===== config.mk =====
export PLATFORM = sky130hd
export DESIGN_NAME = instr_fetch_stage_flat
export DESIGN_NICKNAME = d
export VERILOG_FILES = /design/src/rtl/pipe_pkg.sv /design/src/rtl/instr_fetch_stage_if.sv /design/src/rtl/fetch_skid_buffer.sv /design/src/rtl/instr_fetch_stage.sv /design/src/flat_wrapper.sv
export SDC_FILE = /design/constraint.sdc
export NUM_CORES = 1
export LEC_CHECK = 0
export CORE_MARGIN = 5
export CORE_UTILIZATION = 64
export CTS_CLUSTER_DIAMETER = 40
export CTS_CLUSTER_SIZE = 12
export DETAILED_ROUTE_END_ITERATION = 16
export DONT_BUFFER_PORTS = 1
export PLACE_DENSITY_LB_ADDON = 0.2
export SYNTH_ARGS = -nofsm -noshare
export SYNTH_HDL_FRONTEND = slang
export SYNTH_HIERARCHICAL = 1
export SYNTH_SLANG_ARGS = --single-unit

===== constraint.sdc =====
create_clock -name clk -period 5.59 [get_ports clk]
set_clock_uncertainty 0.2 [all_clocks]
set_input_delay 1.118 -clock clk [delete_from_list [all_inputs] [get_ports clk]]
set_output_delay 1.118 -clock clk [all_outputs]
set_load 0.05 [all_outputs]

===== src/rtl/pipe_pkg.sv =====
// Shared pipeline types and constants for the fetch/decode boundary.
package pipe_pkg;

  localparam int unsigned XLEN = 32;

  localparam logic [XLEN-1:0] RESET_PC  = 32'h0000_0000;
  localparam logic [XLEN-1:0] NOP_INSTR = 32'h0000_0000;
  localparam logic [XLEN-1:0] PC_STEP   = 32'd4;

  // IF/ID payload: instruction, its PC+4, and a liveness flag
  typedef struct packed {
    logic [XLEN-1:0] instr;
    logic [XLEN-1:0] pc4;
    logic            valid;
  } ifid_t;

  // Sequential PC; wraps modulo 2^32
  function automatic logic [XLEN-1:0] pc_plus4(input logic [XLEN-1:0] pc);
    return pc + PC_STEP;
  endfunction

endpackage


===== src/rtl/instr_fetch_stage_if.sv =====
// Control, instruction-memory and IF/ID signals of the fetch stage.
interface instr_fetch_stage_if;
  import pipe_pkg::*;

  logic            stall;
  logic            flush;
  logic            redirect_en;
  logic [XLEN-1:0] redirect_pc;
  logic [XLEN-1:0] imem_addr;
  logic            imem_rd;
  logic [XLEN-1:0] imem_data;
  logic [XLEN-1:0] ifid_instr;
  logic [XLEN-1:0] ifid_pc4;
  logic            ifid_valid;

  // Environment side: hazard unit, branch resolution, memory, decode
  modport master (
    output stall, flush, redirect_en, redirect_pc, imem_data,
    input  imem_addr, imem_rd, ifid_instr, ifid_pc4, ifid_valid
  );

  // Fetch stage side
  modport slave (
    input  stall, flush, redirect_en, redirect_pc, imem_data,
    output imem_addr, imem_rd, ifid_instr, ifid_pc4, ifid_valid
  );

endinterface


===== src/rtl/fetch_skid_buffer.sv =====
// One-entry holding store for a response that lands while decode is stalled.
module fetch_skid_buffer
  import pipe_pkg::*;
(
  input  logic  clk,
  input  logic  rst,
  input  logic  load,
  input  logic  clear,
  input  ifid_t din,
  output ifid_t dout,
  output logic  valid
);

  // Clear has priority over load so a squash always empties the entry
  always_ff @(posedge clk or posedge rst) begin
    if (rst) begin
      dout <= '0;
    end else if (clear) begin
      dout.valid <= 1'b0;
    end else if (load) begin
      dout <= din;
    end
  end

  assign valid = dout.valid;

endmodule


===== src/rtl/instr_fetch_stage.sv =====
// IF stage: PC, fetch issue, response tracking, skid buffer and IF/ID register.
module instr_fetch_stage #(
  parameter logic [31:0] RESET_PC  = pipe_pkg::RESET_PC,
  parameter logic [31:0] NOP_INSTR = pipe_pkg::NOP_INSTR
) (
  input logic                clk,
  input logic                rst,
  instr_fetch_stage_if.slave bus
);
  import pipe_pkg::*;

  logic [XLEN-1:0] pc;
  logic [XLEN-1:0] req_pc;
  logic            req_v;
  logic            issue;
  logic            kill;
  logic            skid_v;
  logic            skid_load;
  logic            skid_clear;
  ifid_t           resp;
  ifid_t           skid_q;
  ifid_t           ifid_q;

  assign issue      = !rst && !bus.stall;
  assign kill       = bus.redirect_en || bus.flush;
  assign resp       = '{instr: bus.imem_data, pc4: pc_plus4(req_pc), valid: 1'b1};
  assign skid_load  = !kill && bus.stall && req_v;
  assign skid_clear = kill || (!bus.stall && skid_v);

  assign bus.imem_addr = pc;
  assign bus.imem_rd   = issue;

  // PC and in-flight request tracking; redirect wins over stall and squashes the request
  always_ff @(posedge clk or posedge rst) begin
    if (rst) begin
      pc     <= RESET_PC;
      req_v  <= 1'b0;
      req_pc <= '0;
    end else begin
      if (bus.redirect_en) begin
        pc <= bus.redirect_pc;
      end else if (issue) begin
        pc <= pc_plus4(pc);
      end
      req_v <= issue && !bus.redirect_en;
      if (issue) begin
        req_pc <= pc;
      end
      if (bus.redirect_en) begin
        assert (bus.redirect_pc[1:0] == 2'b00);
      end
      assert (!(bus.stall && req_v && skid_v));
    end
  end

  fetch_skid_buffer u_skid (
    .clk   (clk),
    .rst   (rst),
    .load  (skid_load),
    .clear (skid_clear),
    .din   (resp),
    .dout  (skid_q),
    .valid (skid_v)
  );

  // IF/ID register: squash, hold, drain skid, take response, else bubble
  always_ff @(posedge clk or posedge rst) begin
    if (rst) begin
      ifid_q <= '{instr: NOP_INSTR, pc4: '0, valid: 1'b0};
    end else if (kill) begin
      ifid_q.valid <= 1'b0;
      ifid_q.instr <= NOP_INSTR;
    end else if (bus.stall) begin
      ifid_q <= ifid_q;
    end else if (skid_v) begin
      ifid_q <= skid_q;
    end else if (req_v) begin
      ifid_q <= resp;
    end else begin
      ifid_q.valid <= 1'b0;
      ifid_q.instr <= NOP_INSTR;
    end
  end

  assign bus.ifid_instr = ifid_q.instr;
  assign bus.ifid_pc4   = ifid_q.pc4;
  assign bus.ifid_valid = ifid_q.valid;

endmodule


===== src/flat_wrapper.sv =====
// flat-port wrapper written by rule: the top's interface ports become plain ports
module instr_fetch_stage_flat import pipe_pkg::*;
#(
  parameter logic [31:0] RESET_PC  = pipe_pkg::RESET_PC,
  parameter logic [31:0] NOP_INSTR = pipe_pkg::NOP_INSTR
)
  (clk, rst, bus_stall, bus_flush, bus_redirect_en, bus_redirect_pc, bus_imem_data, bus_imem_addr, bus_imem_rd, bus_ifid_instr, bus_ifid_pc4, bus_ifid_valid);
  instr_fetch_stage_if bus_i ();
  input logic clk;
  input logic rst;
  input wire logic [$bits(bus_i.stall)-1:0] bus_stall;
  input wire logic [$bits(bus_i.flush)-1:0] bus_flush;
  input wire logic [$bits(bus_i.redirect_en)-1:0] bus_redirect_en;
  input wire logic [$bits(bus_i.redirect_pc)-1:0] bus_redirect_pc;
  input wire logic [$bits(bus_i.imem_data)-1:0] bus_imem_data;
  output wire logic [$bits(bus_i.imem_addr)-1:0] bus_imem_addr;
  output wire logic [$bits(bus_i.imem_rd)-1:0] bus_imem_rd;
  output wire logic [$bits(bus_i.ifid_instr)-1:0] bus_ifid_instr;
  output wire logic [$bits(bus_i.ifid_pc4)-1:0] bus_ifid_pc4;
  output wire logic [$bits(bus_i.ifid_valid)-1:0] bus_ifid_valid;
  assign bus_i.stall = bus_stall;
  assign bus_i.flush = bus_flush;
  assign bus_i.redirect_en = bus_redirect_en;
  assign bus_i.redirect_pc = bus_redirect_pc;
  assign bus_i.imem_data = bus_imem_data;
  assign bus_imem_addr = bus_i.imem_addr;
  assign bus_imem_rd = bus_i.imem_rd;
  assign bus_ifid_instr = bus_i.ifid_instr;
  assign bus_ifid_pc4 = bus_i.ifid_pc4;
  assign bus_ifid_valid = bus_i.ifid_valid;
  instr_fetch_stage #(.RESET_PC(RESET_PC), .NOP_INSTR(NOP_INSTR)) u_core (.clk(clk), .rst(rst), .bus(bus_i));
endmodule

=== Word level (Yosys, flattened, before mapping) ===
Index checks and enable logic that the tools add are counted.

* Flip-flop bits (word level): 195
* Input port bits: 69
* Logic and storage cells: 42

* Add/subtract/negate cells: 2
* Equal/unequal tests: 1
* Muxes and demuxes: 11
* Bitwise logic cells: 3
* Reductions and logical operators: 16

{| class="wikitable"
|+ Operator list
! operator !! count
|-
| two-way mux 32 bit || 5
|-
| two-way mux 65 bit || 2
|-
| adder 32 x 3 -> 32 bit, second input constant || 2
|-
| nonzero test 2 bit || 3
|-
| logical AND 1 bit || 5
|-
| zero test 1 bit || 4
|-
| two-way mux 1 bit || 4
|-
| NOT 1 bit || 3
|-
| AND reduction 3 bit || 1
|-
| logical OR 1 bit || 2
|-
| inequality test 2 x 1 -> 1 bit, second input constant || 1
|-
| AND reduction 2 bit || 1
|}

=== Depth between registers and ports, before layout ===
Gate-level depths: netlist (run 1).

* Depth in word-level cells: 6
* Mapped depth: 8
* Gate-level depth less buffers: 6

=== Cells and area by module ===
Netlist (run 1), hierarchy kept.

{| class="wikitable"
|+ Modules (own cells, without submodules)
! module !! instances !! cells each !! area an instance (sq um)
|-
| instr_fetch_stage || 1 || 729 || 6496.2
|-
| fetch_skid_buffer || 1 || 141 || 2751.4
|}

=== Worst setup path before layout (run 1) ===
Ideal clock, no wire load.

* Path type: input port to output port
* Start point: in bus_stall
* End point: out bus_imem_rd
* Data arrival time: 2.648 ns
* Setup slack: 1.624 ns
* Stages on the path: 5
* Buffers on the path: 3
* Cells stage by stage: or2_2 clkbuf_1 inv_1 clkbuf_1 clkbuf_1

* Cells in the longest elaborated chain, start to end: 2

{| class="wikitable"
|+ Ends and longest elaborated chain
! element !! RTL line !! text
|-
| from (decl) || flat_wrapper.sv:11 || <nowiki>input wire logic [$bits(bus_i.stall)-1:0] bus_stall;</nowiki>
|-
| zero test 1 bit || instr_fetch_stage.sv:24 || <nowiki>assign issue = !rst && !bus.stall;</nowiki>
|-
| logical AND 1 bit || instr_fetch_stage.sv:24 ||
|-
| to (decl) || flat_wrapper.sv:17 || <nowiki>output wire logic [$bits(bus_i.imem_rd)-1:0] bus_imem_rd;</nowiki>
|}

Every way passes these cells.

=== Final worst setup path (run 1) ===
Ends and elaborated chain as after synthesis.

==> results of run 1 <==
kinds of logic after synthesis:
kind of cell / count (synthesis) / share of synthesized area (%)
AND/OR/NAND/NOR: 339 / 16.8
flip-flops: 195 / 52.8
AO/OA/AOI/OAI: 139 / 9.36
multiplexers: 78 / 11.8
buffers and inverters: 63 / 3.86
XOR/XNOR: 53 / 5.10
adder cells (fa/ha/maj): 2 / 0.271
other: 1 / 0.0406
cell usage after synthesis, types with 2 or more instances:
cell / count
dfrtp_1: 195
nand2_1: 192
o21ai_0: 83
mux2_4: 60
clkbuf_1: 43
a22oi_1: 32
xnor2_1: 31
nand3_1: 29
nor2_1: 24
and3_1: 22
xor2_1: 21
nand4_1: 19
nor3_1: 19
a221o_1: 11
mux2i_1: 11
nor4_1: 8
buf_12: 7
inv_1: 7
mux2_2: 7
or2_2: 5
and4_1: 4
o21a_1: 4
or3_1: 4
or4_1: 4
buf_1: 3
and2_1: 2
buf_2: 2
ha_1: 2
o22a_1: 2
per-stage QoR:
| stage | utilization, % | instances | setup slack (ns) |
|---|---|---|---|
| 3_5_place_dp | 64.2 | 1006 | 1.97 |
| 4_1_cts | 68.5 | 1038 | 2.09 |
| 5_1_grt | 68.6 | 1039 | 2.03 |
| 2_1_floorplan | - | 870 | 0.803 |
| 6_report | 68.6 | 1039 | 2.08 |
| 3_3_place_gp | 64.2 | 1006 | 2.02 |
power by group:
group	switching [mW]	total, mW	leakage, nW	internal [mW]
Sequential	0.393	1.93	2.58	1.54
Combinational	0.150	0.294	1.59	0.144
Clock	0.553	1.28	0.305	0.731
flip-flops by register name (all words and copies together), names as in the netlist:
signal / cells
u_core/bus.ifid_instr: 32
u_core/bus.ifid_pc4: 32
u_core/bus.ifid_valid: 1
u_core/bus.imem_addr: 32
u_core/req_pc: 32
u_core/req_v: 1
u_core/u_skid/dout: 64
u_core/u_skid/valid: 1
path summary, 6_finish.rpt:
path | from | to | slack [ns] | cells after the start
min reg2reg | u_core/u_skid/dout[17] | u_core/u_skid/dout[17] | 0.31 | 1
min | u_core/u_skid/dout[17] | u_core/u_skid/dout[17] | 0.31 | 1
max in group asynchronous | rst | u_core/req_pc[20] | 3.62 | 2
min in group asynchronous | rst | u_core/u_skid/dout[48] | 0.48 | 1
max reg2reg | u_core/req_pc[2] | u_core/bus.ifid_pc4[28] | 2.66 | 6
max | bus_stall | bus_imem_rd | 2.08 | 2
final cells by class:
class	count	area share (%)
Clock buffer	18	4.45
Timing Repair Buffer	9	0.761
Inverter	7	0.317
Sequential cell	195	49.5
Multi-Input combinational cell	612	40.7
Clock inverter	14	1.90
Tap cell	184	2.33
layer usage:
metal | wire (um) | vias to the layer above
met3 | 1820 | 25
met4 | 335 | 0
li1 | - | 2975
met2 | 9700 | 256
met5 | 0 | -
met1 | 8800 | 3176
==> summary.md, run 1 <==
| Metric | Value |
|---|---|
| Outcome | completed |
| Port buffer count | 0 |
| Final setup fails | 0 |
| Slowest CP cell | or2_2 |
| Die area | 17000 sq um |
| CP Data Required Time | 4.27 ns |
| Post-synth top area cell | dfrtp_1 |
| Commonest non-fill, non-tap cell in the layout | dfrtp_1 |
| Clock slew at reported path FFs | 0.07 ns |
| PwrDens | 356 nW/um^2 |
| CTS tree | done |
| Sequential fraction of the synthesis area | 52.8% |
| Routed vias | 6432 |
| WHS | 0.310 ns |
| Filler cell count | 1066 |
| # Post-CTS Setup Buffers | 0 |
| Final max-slew violation count | 0 |
| Met2 Use GR | 38.5% |
| Total power | 3.51 mW |
| Arrival time worst endpoint | 2.19 ns |
| Maximum fanout along the worst path | 39 |
| Vias per cell | 6.19 |
| Unrepaired setup endpoints after global routing | no |
| Vias in the first global route | 6556 |
| Post-DRT Antenna Nets | 0 |
| Clock root buffer | clkbuf_16 |
| Post-cts gate resize count | 0 |
| Post-synth ARST share | 100% |
| Die Span X | 130 um |
| Delay-heaviest family, CP | simple AND/OR/NAND/NOR gates |
| Kind of critical path | in -> out |
| Busiest grt layer | met2 |
| Clk_lat worst skew | 0.43 ns |
| Clock sink count | 195 |
| Grt met3 use | 6.47% |
| Setup TNS | 0 ns |
| Tcrit/Tclk final | 62.7% |
| Worst setup EP type | output port |
| Final wirelength | 20.7 mm |
| Routed len/inst | 19.9 um |
| Syn. warnings | 6 |
| Nets@finish | 913 |
| FF+latch area | 4880 sq um |
| TritonRoute pass-1 iters | 6 |
| Largest net degree at the start of global routing | 88 |
| Slew HR | 19.4% |
| Final hold vios | 0 |
| IO Pins | 167 |
| Area of the multi-input gates | 4020 sq um |
| Synth-to-layout area growth | 6.64% |
| Worst-path cell chain | or2_2 -> inv_1 |
| Post-Synthesis Cell Area | 9250 sq um |
| Peak VDD IR | 0.191 mV |
| Max Root-Sink Buffers | 2 |
| Max-cap viol count | 0 |
| Count of state elements after synthesis | 195 |
| Tmin final | 3.51 ns |
| Top post-synthesis cells by area | dfrtp_1, mux2_4, nand2_1 |
| Final GP Congestion | 0.914 |
| CP peak stage delay | 0.57 ns |
| Dpl cell area | 9220 sq um |
| Commonest cells after routing, fill and taps aside | dfrtp_1, nand2_1, o21ai_0, mux2_4, a22oi_1 |
| Top achievable clock speed | 0.285 GHz |
| Post-route cell area | 9860 sq um |
| Total GRT Usage | 24.9% |
| Share of layout cells above drive strength 1 | 14.4% |
| Synthesized netlist cell count | 870 |
| Die height | 130 um |
| TritonCTS Buffers | 17 |
| Initial antenna violation count | 0 |
| Worst slew pin tran | 1.21 ns |
| Num rows | 44 |
| DRC viols | 0 |
| Synth cell types | 46 |
| CORE AREA | 14400 sq um |
| Avg Inst Size Synth | 10.6 sq um |
| Worst Path Buf+Inv | 1 |
| Synth Flop Type | dfrtp_1 |
| Post-synth EDFFs | 0 |
| Mapped Nets | 941 |
| Initial core utilization | 64.4% |
| Detail Placement HPWL | 14.2 mm |
| Setup crit start kind | primary input |
| # hold bufs at CTS | 0 |
| 1st-iter DRT viols | 444 |
| Top cell type's share of synthesized area | 52.8% |
| N_diodes | 0 |
| # H-tree levels | 4 |
| HP Class | reg -> reg |
| Leakage | 4.47 nW |
| First-pass GRT wire length | 33.7 mm |
| Met1 Use GR | 34.3% |
| Total grt overflow | 0 |
Power figures use the tool's default switching activity.
==> run 2: changes to the inputs <==
--- a/config.mk
+++ b/config.mk
@@ -5,8 +5,9 @@
 export SDC_FILE = /design/constraint.sdc
 export NUM_CORES = 1
 export LEC_CHECK = 0
+export ABC_AREA = 1
 export CORE_MARGIN = 5
-export CORE_UTILIZATION = 64
+export CORE_UTILIZATION = 58
 export CTS_CLUSTER_DIAMETER = 40
 export CTS_CLUSTER_SIZE = 12
 export DETAILED_ROUTE_END_ITERATION = 16
==> constraint.sdc (replaced) <==
create_clock -name clk -period 2.9 [get_ports clk]
set_clock_uncertainty 0.2 [all_clocks]
set_input_delay 0.58 -clock clk [delete_from_list [all_inputs] [get_ports clk]]
set_output_delay 0.58 -clock clk [all_outputs]
set_load 0.05 [all_outputs]
==> run 2 against run 1 <==
  * Critical path depth up 7
  * Routed wire length up 26%
  * Sequential share of layout area down 4.6 points
  * Synthesized cell count up 53%
  * Area after synthesis up 7.8%
  * Utilization down 4.9 points
  * Non-clock buffer count up 35
  * Via count up 35%
  * Power up 95%
  * Critical endpoint is now u_core/bus.imem_addr[31]
  * Largest power group unchanged
==> summary.md, run 2 <==
| Metric | Value |
|---|---|
| Clock slew at reported path FFs | 0.07 ns |
| Slowest CP cell | dfrtp_1 |
| Post-route cell area | 10900 sq um |
| Post-synth EDFFs | 0 |
| CORE AREA | 17100 sq um |
| Cells on Worst Hold Path | 1 |
| Worst slew pin tran | 0.869 ns |
| Die Span X | 141 um |
| Tcrit/Tclk final | 76.0% |
| Leakage | 5.42 nW |
| Seq pwr share | 52.4% |
| Arrival time worst endpoint | 2.32 ns |
| Syn. warnings | 6 |
| Initial core utilization | 58.5% |
| Avg Inst Size Synth | 7.50 sq um |
| Post-synth top area cell | dfrtp_1 |
| Routed vias | 8713 |
| Clk_lat worst skew | 0.43 ns |
| Top achievable clock speed | 0.453 GHz |
| Most frequent CP cell | nand2_1 |
| Final wirelength | 26.0 mm |
| Total GRT Usage | 26.6% |
| Dpl cell area | 10300 sq um |
| Top post-synthesis cells by area | dfrtp_1, nand2_1, nand3_1 |
| Post-Synthesis Cell Area | 9970 sq um |
| DRC viols | 0 |
| Commonest non-fill, non-tap cell in the layout | nand2_1 |
| Net Switching | 2.29 mW |
| Max Root-Sink Buffers | 2 |
| Synth cell types | 29 |
| First-pass GRT wire length | 42.6 mm |
| Num rows | 48 |
| Share of layout cells above drive strength 1 | 7.70% |
| R2R cell count | 9 |
| Kind of critical path | reg -> reg |
| Nets@finish | 1397 |
| FF-to-FF setup slack | 0.69 ns |
| Reg2reg start | u_core/bus.imem_addr[17] |
| Port buffer count | 0 |
| HP Class | in -> reg |
| Top cell type's share of synthesized area | 48.9% |
| Routed len/inst | 16.6 um |
| Delay-heaviest family, CP | simple AND/OR/NAND/NOR gates |
| Die height | 141 um |
| Worst Hold Path EP | u_core/bus.imem_addr[1] |
| Clock root buffer | clkbuf_16 |
| Peak VDD IR | 0.449 mV |
| Count leader, synth | nand2_1 |
| TritonRoute pass-1 iters | 5 |
| Total grt overflow | 0 |
| Clock share of power | 33.8% |
| Slew HR | 42.0% |
| Sequential fraction of the synthesis area | 48.9% |
| Worst-path cell chain | nand2_1 -> nor2_1 -> nand2_1 -> nor2_1 -> nand2_1 -> nand2_1 -> nand2_1 -> nand2_1 -> nand3_1 |
| Tmin final | 2.21 ns |
| Final GP Congestion | 0.909 |
| Clock sink count | 195 |
| Detail Placement HPWL | 18.5 mm |
| Max-cap viol count | 0 |
| Largest net degree at the start of global routing | 65 |
| Mapped Nets | 1400 |
| Vias per cell | 5.57 |
| Post-Place Cells | 1531 |
| Post-synth ARST share | 100% |
| TritonCTS Buffers | 17 |
| Cell Count, Final, Fillers Out | 1563 |
| Vias in the first global route | 8285 |
| N_diodes | 0 |
| Synthesized netlist cell count | 1329 |
| Max reg flops | 64 |
| # H-tree levels | 4 |
| Maximum fanout along the worst path | 6 |
| P_int | 4.57 mW |
| Final max-slew violation count | 0 |
| IO Pins | 167 |
| Reg with most FFs | u_core/u_skid/dout |
| Setup TNS | 0 ns |
| Synth Flop Type | dfrtp_1 |
| Initial antenna violation count | 0 |
| Worst Path Buf+Inv | 0 |
| Synth-to-layout area growth | 9.12% |
| Outcome | completed |
| Final hold vios | 0 |
| Count of state elements after synthesis | 195 |
| Gate power share | 13.8% |
| Setup crit start kind | flip-flop |
| PwrDens | 631 nW/um^2 |
| 1st-iter DRT viols | 566 |
| Die area | 19900 sq um |
| CTS tree | done |
| Worst setup EP type | flip-flop |
| List of most frequent post-synthesis cells | nand2_1, dfrtp_1, nand3_1, nor2_1, o21ai_0 |
| Total power | 6.86 mW |
| Reg2reg end | u_core/bus.imem_addr[31] |
| CP Data Required Time | 3.01 ns |
| CP peak stage delay | 0.75 ns |
| Switching share of power | 33.4% |
| Final setup fails | 0 |
| Unrepaired setup endpoints after global routing | no |
| Hold_sp | bus_redirect_en |
| Post-DRT Antenna Nets | 0 |
| Commonest cells after routing, fill and taps aside | nand2_1, dfrtp_1, nand3_1, nor2_1, o21ai_0 |
[run 2: worst max-delay path by stage]
stage               cells past startpoint  slack [ns]                        to                startpoint
floorplan                               1        0.49    u_core/u_skid/dout[10]                       rst
finish                                  9        0.69  u_core/bus.imem_addr[31]  u_core/bus.imem_addr[17]
global placement                        5        0.63   u_core/bus.imem_addr[9]                 bus_stall
global route                            9        0.48  u_core/bus.imem_addr[31]  u_core/bus.imem_addr[17]
detailed placement                      5        0.60   u_core/bus.imem_addr[9]                 bus_stall
CTS                                     9        0.68  u_core/bus.imem_addr[31]  u_core/bus.imem_addr[17]
[run 2: cell type report]
type	count	area (sq um)
fillers	1533	6180
flip-flops and latches	195	4880
repair buffers	44	358
clock inverters	11	129
inverters	87	330
well taps	225	282
multi-input cells	981	4450
clock buffers	20	447
[run 2: repair_timing]
item | CTS | global route
buffers inserted | 0 | 0
gates resized for setup | 0 | 0
hold buffers | 1 | 0
hold endpoints to repair | 82 | 0
[run 2: cell families after synthesis]
logic type | count (synthesis) | share of synthesized area (%)
compound gates | 165 | 9.48
buf+inv | 153 | 6.61
flops | 195 | 48.9
simple gates | 797 | 33.3
xor+xnor | 16 | 1.41
fa+ha+maj | 2 | 0.251
other cells | 1 | 0.0376
[run 2: routing by layer]
metal / vias to the layer above / part of all wire (%) / track usage [%]
met5: - / 0 / 0
met4: 0 / 2.6 / 9.33
met3: 44 / 8.1 / 6.75
met2: 308 / 47 / 42.8
met1: 4103 / 42 / 35.3
li1: 4258 / - / -
[run 2: power groups by stage]
stage | registers, mW | clock network [mW] | logic, mW
after floorplan | 3.72 | 0 | 0.562
after global placement | 3.64 | 0 | 0.922
after detailed placement | 3.65 | 0 | 0.939
after CTS | 3.60 | 2.36 | 0.946
after global routing | 3.63 | 2.48 | 1.07
final | 3.60 | 2.32 | 0.944
[run 2: metrics by stage]
step                      utilization (%)  setup WS, ns  hold WS (ns)
after floorplan                         -         0.494         0.237
after global placement               60.4         0.634         0.248
after detailed placement             60.4         0.602         0.257
after CTS                            63.8         0.680        0.0445
after global routing                 63.8         0.476        0.0586
final                                63.8         0.695        0.0629
